## config.mk

```make
export PLATFORM = sky130hd
export DESIGN_NAME = if_fetch_queue
export DESIGN_NICKNAME = d
export VERILOG_FILES = /design/src/rtl/if_fetch_queue.sv
export SDC_FILE = /design/constraint.sdc
export NUM_CORES = 1
export LEC_CHECK = 0
export BUFFER_PORTS_ARGS = -buffer_cell sky130_fd_sc_hd__buf_4
export CORE_MARGIN = 2
export CORE_UTILIZATION = 31
export CTS_CLUSTER_DIAMETER = 120
export CTS_CLUSTER_SIZE = 24
export DETAILED_ROUTE_END_ITERATION = 12
export PLACE_DENSITY = 0.54
export SETUP_SLACK_MARGIN = 0.2
export SYNTH_ARGS = -nofsm -noshare
export SYNTH_HDL_FRONTEND = slang
export SYNTH_SLANG_ARGS = --single-unit
```

## constraint.sdc

```tcl
create_clock -name clk -period 3.27 [get_ports clk]
set_input_delay 0.654 -clock clk [delete_from_list [all_inputs] [get_ports clk]]
set_output_delay 0.654 -clock clk [all_outputs]
set_load 0.02 [all_outputs]
```

## src/rtl/if_fetch_queue.sv

```systemverilog
// if_fetch_queue: instruction fetch unit with a small prefetch FIFO.
// Issues word reads to instruction memory while FIFO credit remains, queues
// the returning instructions with their PC+4 and hands them to decode.
// A redirect flushes the queue and restarts fetch at a new address; fetching
// stops after HALT_INSTR is received, until the next redirect or reset.
// Optional build macro FETCH_BYPASS_EN: a response arriving at an empty FIFO
// is presented to decode in the same cycle (one cycle less latency).
module if_fetch_queue #(
  parameter int                ADDR_W     = 32,
  parameter int                DEPTH      = 4,
  parameter logic [ADDR_W-1:0] RESET_PC   = '0,
  parameter logic [31:0]       HALT_INSTR = 32'hff000000
) (
  input  logic                         clk,
  input  logic                         rst_n,
  output logic                         imem_rd_en_o,
  output logic [ADDR_W-1:0]            imem_addr_o,
  input  logic [31:0]                  imem_rdata_i,
  input  logic                         redirect_i,
  input  logic [ADDR_W-1:0]            redirect_pc_i,
  input  logic                         id_ready_i,
  output logic                         id_valid_o,
  output logic [31:0]                  id_instr_o,
  output logic [ADDR_W-1:0]            id_pc_plus4_o,
  output logic [$clog2(DEPTH+1)-1:0]   count_o,
  output logic                         halted_o
);

  localparam int PTR_W = $clog2(DEPTH);
  localparam int CNT_W = $clog2(DEPTH+1);
  localparam logic [CNT_W:0]    DEPTH_C = (CNT_W+1)'(DEPTH);
  localparam logic [ADDR_W-1:0] FOUR    = ADDR_W'(4);
  localparam logic [ADDR_W-1:0] ALIGN_M = ~(ADDR_W'(3));

  logic [ADDR_W-1:0] pc_reg;
  logic              inflight_reg;      // a read was issued last cycle
  logic [ADDR_W-1:0] inflight_pc4_reg;  // PC+4 of that read
  logic              halted_reg;
  logic [CNT_W-1:0]  count_reg;
  logic [PTR_W-1:0]  wr_ptr_reg;
  logic [PTR_W-1:0]  rd_ptr_reg;
  logic [31:0]       instr_mem [DEPTH];
  logic [ADDR_W-1:0] pc4_mem   [DEPTH];

  logic              issue;
  logic              resp_ok;
  logic              fifo_empty;
  logic              push;
  logic              pop;
  logic              halt_hit;
  logic [CNT_W:0]    occupancy;
  logic [ADDR_W-1:0] pc_plus4;

  // Fetch credit, response acceptance and halt detection.
  always_comb begin
    occupancy  = {1'b0, count_reg} + {{CNT_W{1'b0}}, inflight_reg};
    fifo_empty = (count_reg == '0);
    pc_plus4   = pc_reg + FOUR;
    // The in-flight response already owns a slot, so it is part of the credit.
    issue      = rst_n & ~redirect_i & ~halted_reg & (occupancy < DEPTH_C);
    // Responses are dropped during a redirect and once halted (younger than the halt).
    resp_ok    = rst_n & inflight_reg & ~redirect_i & ~halted_reg;
    halt_hit   = resp_ok & (imem_rdata_i == HALT_INSTR);
    pop        = ~fifo_empty & id_ready_i;
  end

  // Decode-side outputs: FIFO head, or the arriving response when bypassing.
  always_comb begin
    id_valid_o    = ~fifo_empty;
    id_instr_o    = '0;
    id_pc_plus4_o = '0;
    push          = resp_ok;
    if (!fifo_empty) begin
      id_instr_o    = instr_mem[rd_ptr_reg];
      id_pc_plus4_o = pc4_mem[rd_ptr_reg];
    end
`ifdef FETCH_BYPASS_EN
    else if (resp_ok) begin
      id_valid_o    = 1'b1;
      id_instr_o    = imem_rdata_i;
      id_pc_plus4_o = inflight_pc4_reg;
      push          = ~id_ready_i;
    end
`endif
  end

  assign imem_rd_en_o = issue;
  assign imem_addr_o  = pc_reg >> 2;
  assign count_o      = count_reg;
  assign halted_o     = halted_reg;

  // Fetch PC, in-flight tracking, halt flag and FIFO pointers.
  always_ff @(posedge clk) begin
    if (!rst_n) begin
      pc_reg           <= RESET_PC;
      inflight_reg     <= 1'b0;
      inflight_pc4_reg <= '0;
      halted_reg       <= 1'b0;
      count_reg        <= '0;
      wr_ptr_reg       <= '0;
      rd_ptr_reg       <= '0;
    end else begin
      inflight_reg <= issue;
      if (issue) begin
        pc_reg           <= pc_plus4;
        inflight_pc4_reg <= pc_plus4;
      end
      if (redirect_i) begin
        pc_reg     <= redirect_pc_i & ALIGN_M;
        halted_reg <= 1'b0;
        count_reg  <= '0;
        wr_ptr_reg <= '0;
        rd_ptr_reg <= '0;
      end else begin
        halted_reg <= halted_reg | halt_hit;
        if (push) wr_ptr_reg <= wr_ptr_reg + PTR_W'(1);
        if (pop)  rd_ptr_reg <= rd_ptr_reg + PTR_W'(1);
        case ({push, pop})
          2'b10:   count_reg <= count_reg + CNT_W'(1);
          2'b01:   count_reg <= count_reg - CNT_W'(1);
          default: count_reg <= count_reg;
        endcase
      end
    end
  end

  // Entry storage; contents are only observed through a valid head pointer.
  always_ff @(posedge clk) begin
    if (push) begin
      instr_mem[wr_ptr_reg] <= imem_rdata_i;
      pc4_mem[wr_ptr_reg]   <= inflight_pc4_reg;
    end
  end

endmodule

```

==> out/results.txt, run 1 <==
Yosys cell types - 48
1st-iter DRT viols - 481
Max Freq - 0.3435 GHz
Total gr overflow - 0
Synth Cell Area - 13000 um2
Post-DP HPWL - 20380 um
Largest registers - instr_mem x128, pc4_mem x120
RSZ-0062 raised after global routing - no
Status - finished, final reports clean
Largest net degree at the start of global routing - 56
Port bufs - 163
P per Cell Area - 466.6 nW/um2
Wire length per cell - 20.21 um
Most area-consuming cells after synthesis - edfxtp_1 (57%), dfxtp_1 (11%), mux4_2 (11%)
FFs w/ async S/R, synth - 0%
Most common flop cell mapped by yosys - edfxtp_1
Rows - 75
Reg clk slew, reported paths - 0.10 ns
Clock Path Buffers - 3
YS warnings - 0
Via Count - 7549
Crit-path cells - or3_2 -> buf_12 -> and2_1 -> buf_4
Startpoint Class - register
Placed Cells - 1514
Sum Neg Setup Slack - 0 ns
Slew Limit Headroom - 47.06%
Clk_lat worst skew - 0.50 ns
H-tree levels - 1
Max-slew violation count - 0
Post-CTS Resized - 0
Worst setup margin - 0.3591 ns
I/O Pins - 170
Initial antenna violation count - 1
WHS Path Cells - 1
Buffer and inverter count on the worst path - 2
Die width - 208.8 um
MaxCap Viol Count - 0
DIE AREA - 43600 um2
Max reg flops - 128
Delay-heaviest family, CP - simple AND/OR/NAND/NOR gates
Final WL - 31230 um
Maximum vdd drop - 0.2691 mV
Setup Viol. Count Final - 0
Vias in the first global route - 7558
Worst hold path type - input pin to register
Post-DR vias/cell - 4.886
Num CTS Buffers - 17
Final antenna-violating net count - 0
Root Driver - clkbuf_16
Commonest non-fill, non-tap cell in the layout - edfxtp_1
Post-cts hold buffer count - 0
Initial Utilization - 31.21%
R2R cell count - 8
Setup CP Type - register to primary output
Final nets - 1070
Fin crit period - 2.911 ns
Worst slew pin tran - 0.7942 ns
First-pass GRT wire length - 47850 um
Worst setup EP type - primary output
Commonest cells after routing, fill and taps aside - edfxtp_1 (248), buf_4 (187), dfxtp_1 (69)
Synth-to-Final Area Change - 18.29%
Core ar. - 41670 um2
Largest area contributor in the netlist - edfxtp_1
Hold Fails Final Rpt - 0
Most flop-heavy register - instr_mem
CTS sink count - 319
Required time worst endpoint - 2.62 ns
Yosys reg bits - 319
Yosys top cell area share - 57.27%
GP Congestion - 0.7845
Worst-path maximum fanout - 48
CP max stage delay - 0.72 ns
Die height - 208.8 um
Final period util - 89.02%
Multi-input logic area - 3850 um2
Mean Syn Cell Area - 15.42 um2
Layout Cells excl Fill - 1545
Post-place setup slack - 0.7240 ns
CTS tree - built
Layout fillers - 3996
Post-route DRC - 0
Synthesized instance count - 843
Register area share after synthesis - 68.21%
FF/Latch Area - 8874 um2
Leak pwr - 5.112 nW
Arr. time, crit path - 2.26 ns
Clock skew - 0.02632 ns
Power consumption - 7.177 mW
Worst path depth - 4
CP max-delay cell - or3_2
Ratio of cells with drive above 1 in the final layout - 28.26%
DR pass1 iterations - 4
Post-synth EDFFs - 248
GR Util All Layers - 14.23%
per-layer routing:
layer,part of all wire (%),GRT usage [%],up-vias
li1,-,-,3506
met1,46,20.03,3806
met2,47,23.11,208
met3,5.8,2.931,27
met4,1.5,2.389,2
met5,0.042,0,-
metrics by stage:
stage               hold WS, ns  utilization (%)  area, um2
floorplan                0.4549                -      13020
global placement         0.4768            35.73      14890
detailed placement       0.4919            35.73      14890
CTS                      0.3262            36.91      15380
global route             0.3224            36.91      15380
finish                   0.3557            36.92      15380
area by class of cell:
type | instances | area share [%]
tap | 539 | 4.385
clock buffer | 27 | 3.010
clock inverter | 2 | 0.1383
sequential | 319 | 57.69
antenna | 1 | 0.01627
inverter | 14 | 0.3417
timing repair buffer | 189 | 9.387
multi-input combinational | 454 | 25.03
report_power, final:
| part | switching (mW) | total [mW] | internal, mW |
|---|---|---|---|
| Clock | 1.26 | 2.26 | 1.00 |
| Sequential | 0.0869 | 4.51 | 4.43 |
| Combinational | 0.223 | 0.402 | 0.179 |
| Total | 1.57 | 7.18 | 5.61 |
path summary, 6_finish.rpt:
check                                    startpoint                    endpoint  slack, ns
setup / recovery            count_o[2]$_SDFFE_PP0P_               id_instr_o[5]       0.36
hold / removal                     imem_rdata_i[12]  instr_mem[1][12]$_DFFE_PP_       0.36
setup reg to reg            count_o[2]$_SDFFE_PP0P_     count_o[2]$_SDFFE_PP0P_       0.82
hold reg to reg   inflight_pc4_reg[18]$_SDFFE_PN0P_    pc4_mem[0][18]$_DFFE_PP_       0.51
timing repair:
action | CTS | global route
endpoints found under the setup margin | 17 | 0
hold endpoints to repair | 0 | 0
buffers inserted | 1 | 0
cell usage after synthesis, drive strengths merged, types with 2 or more instances:
| cell type | count |
|---|---|
| edfxtp | 248 |
| and2 | 72 |
| dfxtp | 71 |
| mux4 | 62 |
| a21oi | 48 |
| o21ai | 48 |
| xnor2 | 36 |
| clkbuf | 34 |
| nand2 | 30 |
| nor2 | 26 |
| buf | 25 |
| xor2 | 18 |
| nand3 | 17 |
| nor4 | 17 |
| nand4 | 15 |
| inv | 13 |
| nor3 | 10 |
| and4 | 6 |
| ha | 6 |
| a211oi | 5 |
| and3 | 4 |
| o31ai | 4 |
| or3 | 3 |
| a32oi | 2 |
| nand2b | 2 |
| nor2b | 2 |
| o2111ai | 2 |
| o22ai | 2 |
| or4 | 2 |
cell families after synthesis:
logic type	Yosys count	synth area share [%]
compound gates	118	5.033
xor+xnor	54	3.637
other cells	1	0.02884
fa+ha+maj	7	0.7313
mux	62	10.74
flops	319	68.21
buf+inv	73	2.367
simple gates	209	9.257
worst reg2reg max path, stage by stage, from the launching register on:
cell and delay, ns:
dfxtp_1 0.37, or3_2 0.72, and2_1 0.30, ha_1 0.22, inv_1 0.09, fa_1 0.18, xor2_1 0.07, or3_1 0.30
a21oi_1 0.14
(Power assumes the default switching activity.)
==> inputs of run 2 (changes only) <==
--- a/config.mk
+++ b/config.mk
@@ -7,11 +7,11 @@
 export LEC_CHECK = 0
 export BUFFER_PORTS_ARGS = -buffer_cell sky130_fd_sc_hd__buf_4
 export CORE_MARGIN = 2
-export CORE_UTILIZATION = 31
+export CORE_UTILIZATION = 29
 export CTS_CLUSTER_DIAMETER = 120
 export CTS_CLUSTER_SIZE = 24
 export DETAILED_ROUTE_END_ITERATION = 12
-export PLACE_DENSITY = 0.54
+export PLACE_DENSITY = 0.51
 export SETUP_SLACK_MARGIN = 0.2
 export SYNTH_ARGS = -nofsm -noshare
 export SYNTH_HDL_FRONTEND = slang
==> out/results.txt, run 2 (synthesis gave the netlist of run 1 again) <==
CP max-delay cell - dfxtp_2
Worst slew pin tran - 0.8299 ns (+0.03568 ns)
Post-DR vias/cell - 4.670 (-4.4%)
Antenna Diode Count - 0 (-1)
Initial Utilization - 29.40% (-1.8 points)
Largest net degree at the start of global routing - 64 (+14%)
DR pass1 iterations - 5 (+1)
Maximum vdd drop - 0.3011 mV (+12%)
Clk pwr share - 31.8% (+0.3 points)
Worst setup EP type - primary output
H-tree levels - 1 (unchanged)
Reg power frac - 62.6% (-0.3 points)
Root Driver - clkbuf_16
CP max stage delay - 0.68 ns (-0.04 ns)
Worst-path maximum fanout - 17 (-65%)
Wire length per cell - 19.79 um (-2.1%)
Final WL - 31700 um (+1.5%)
Ratio of cells with drive above 1 in the final layout - 28.51% (+0.26 points)
Commonest cells after routing, fill and taps aside - edfxtp_1 (248), buf_4 (183), dfxtp_1 (69)
Synth-to-Final Area Change - 19.91%
Sum Neg Setup Slack - 0 ns (unchanged)
Setup CP Type - register to primary output
Vias in the first global route - 7492 (-0.87%)
Total gr overflow - 0 (unchanged)
Post-CTS Resized - 0 (unchanged)
First-pass GRT wire length - 47630 um (-0.46%)
P_int - 5.620 mW (+0.22%)
Startpoint Class - register
P per Cell Area - 462.8 nW/um2 (-0.81%)
DIE AREA - 46550 um2 (+6.8%)
Initial antenna violation count - 0 (-1)
GR Util All Layers - 13.29% (-0.94 points)
End of the critical path - id_pc_plus4_o[17]
Slew Limit Headroom - 44.68% (-2.4 points)
Worst setup margin - 0.3478 ns (-0.01135 ns)
Post-DP HPWL - 20940 um (+2.8%)
Fin crit period - 2.922 ns (+0.01135 ns)
Status - finished, final reports clean
Crit-path cells - buf_4 -> mux4_2 -> and2_1 -> buf_4
RR Startpoint - pc_reg[3]$_SDFFE_PN0P_
Required time worst endpoint - 2.62 ns (about the same)
Clk_lat worst skew - 0.51 ns (about the same)
Arr. time, crit path - 2.27 ns (about the same)
Final nets - 1074 (+0.37%)
Post-place setup slack - 0.8022 ns (+0.07820 ns)
GP Congestion - 0.7879 (+0.43%)
CTS sink count - 319 (unchanged)
Max-slew violation count - 0 (unchanged)
Final period util - 89.36% (+0.35 points)
R2R cell count - 6 (-2)
Via Count - 7482 (-0.89%)
Power consumption - 7.216 mW (+0.54%)
Net Sw Power - 1.597 mW (+1.7%)
Critical Path Most Common Cell - buf_4
Die height - 215.7 um (+3.3%)
RSZ-0062 raised after global routing - no
Final antenna-violating net count - 0 (unchanged)
Gate power share - 5.6% (about the same)
Hold Fails Final Rpt - 0 (unchanged)
Max reg flops - 128 (unchanged)
Largest registers - instr_mem x128, pc4_mem x120
Clock Path Buffers - 3 (unchanged)
Reg clk slew, reported paths - 0.09 ns (about the same)
Utilization after layout - 35.26% (-1.7 points)
Setup Viol. Count Final - 0 (unchanged)
Sw frac - 22.13% (+0.25 points)
Commonest non-fill, non-tap cell in the layout - edfxtp_1
1st-iter DRT viols - 503 (+4.6%)
Clock skew - 0.01991 ns (-0.006413 ns)
Port bufs - 163 (unchanged)
Max Freq - 0.3422 GHz (-0.39%)
I/O Pins - 170 (unchanged)
Leak pwr - 5.162 nW (+0.98%)
Rows - 77 (+2.7%)
Num CTS Buffers - 17 (unchanged)
CTS tree - built
MaxCap Viol Count - 0 (unchanged)
Core ar. - 44220 um2 (+6.1%)
Post-route DRC - 0 (unchanged)
R2r setup slk - 1.06 ns (+0.24 ns)
Critical register-to-register path endpoint - inflight_pc4_reg[30]$_SDFFE_PN0P_
Most flop-heavy register - instr_mem
Worst hold path type - input pin to register
Die width - 215.7 um (+3.3%)
-- run 2: critical path: cells and delay by family (launching register included) --
| kind | cells | cell delay, ns |
|---|---|---|
| multiplexers | 1 | 0.34 |
| AND/OR/NAND/NOR | 1 | 0.20 |
| flip-flops | 1 | 0.68 |
| buffers and inverters | 2 | 0.52 |
-- run 2: how the worst min path moves through the flow --
stage                                 startpoint                         end  slack [ns]  depth (start not counted)
2_1_floorplan  inflight_pc4_reg[10]$_SDFFE_PN0P_    pc4_mem[0][10]$_DFFE_PP_        0.45                          0
3_3_place_gp   inflight_pc4_reg[30]$_SDFFE_PN0P_    pc4_mem[3][30]$_DFFE_PP_        0.48                          0
3_5_place_dp   inflight_pc4_reg[18]$_SDFFE_PN0P_    pc4_mem[2][18]$_DFFE_PP_        0.49                          0
4_1_cts                         imem_rdata_i[13]  instr_mem[2][13]$_DFFE_PP_        0.32                          1
5_1_grt                         imem_rdata_i[12]  instr_mem[0][12]$_DFFE_PP_        0.33                          1
6_report                        imem_rdata_i[13]  instr_mem[1][13]$_DFFE_PP_        0.35                          1
-- run 2: stage by stage --
| stage | std cells | instance area (um2) | hold slack, ns |
|---|---|---|---|
| 5_1_grt | 1602 | 15590 | 0.3341 |
| 3_5_place_dp | 1568 | 15050 | 0.4880 |
| 2_1_floorplan | 846 | 13020 | 0.4549 |
| 3_3_place_gp | 1568 | 15050 | 0.4811 |
| 4_1_cts | 1598 | 15550 | 0.3221 |
| 6_report | 1602 | 15590 | 0.3533 |
-- run 2: routing by layer --
layer	GRT usage [%]	routed length, um	up-vias	share of wire (%)
met1	18.77	14430	3750	46
met4	2.184	438	0	1.4
met5	0	0	-	0
met3	2.072	1690	25	5.3
li1	-	-	3508	-
met2	21.97	15140	199	48
-- run 2: layout make-up --
cell class                 instances  area [um2]
multi-input combinational        454        3855
tap                              592       740.7
timing repair buffer             193        1574
fill                            4239       28630
sequential                       319        8874
clock buffer                      28       466.7
clock inverter                     2       28.78
inverter                          14       52.55
-- run 2: repair_timing --
| action | CTS | global route |
|---|---|---|
| endpoints found under the setup margin | 0 | 12 |
| hold buffers | 0 | 0 |
| buffers inserted | 0 | 4 |
-- run 2: power groups by stage --
stage          sequential [mW]  combinational (mW)  clock [mW]
2_1_floorplan             4.60               0.189           0
3_3_place_gp              4.61               0.405           0
3_5_place_dp              4.61               0.408           0
5_1_grt                   4.53               0.442        2.51
4_1_cts                   4.52               0.409        2.41
6_report                  4.52               0.402        2.30
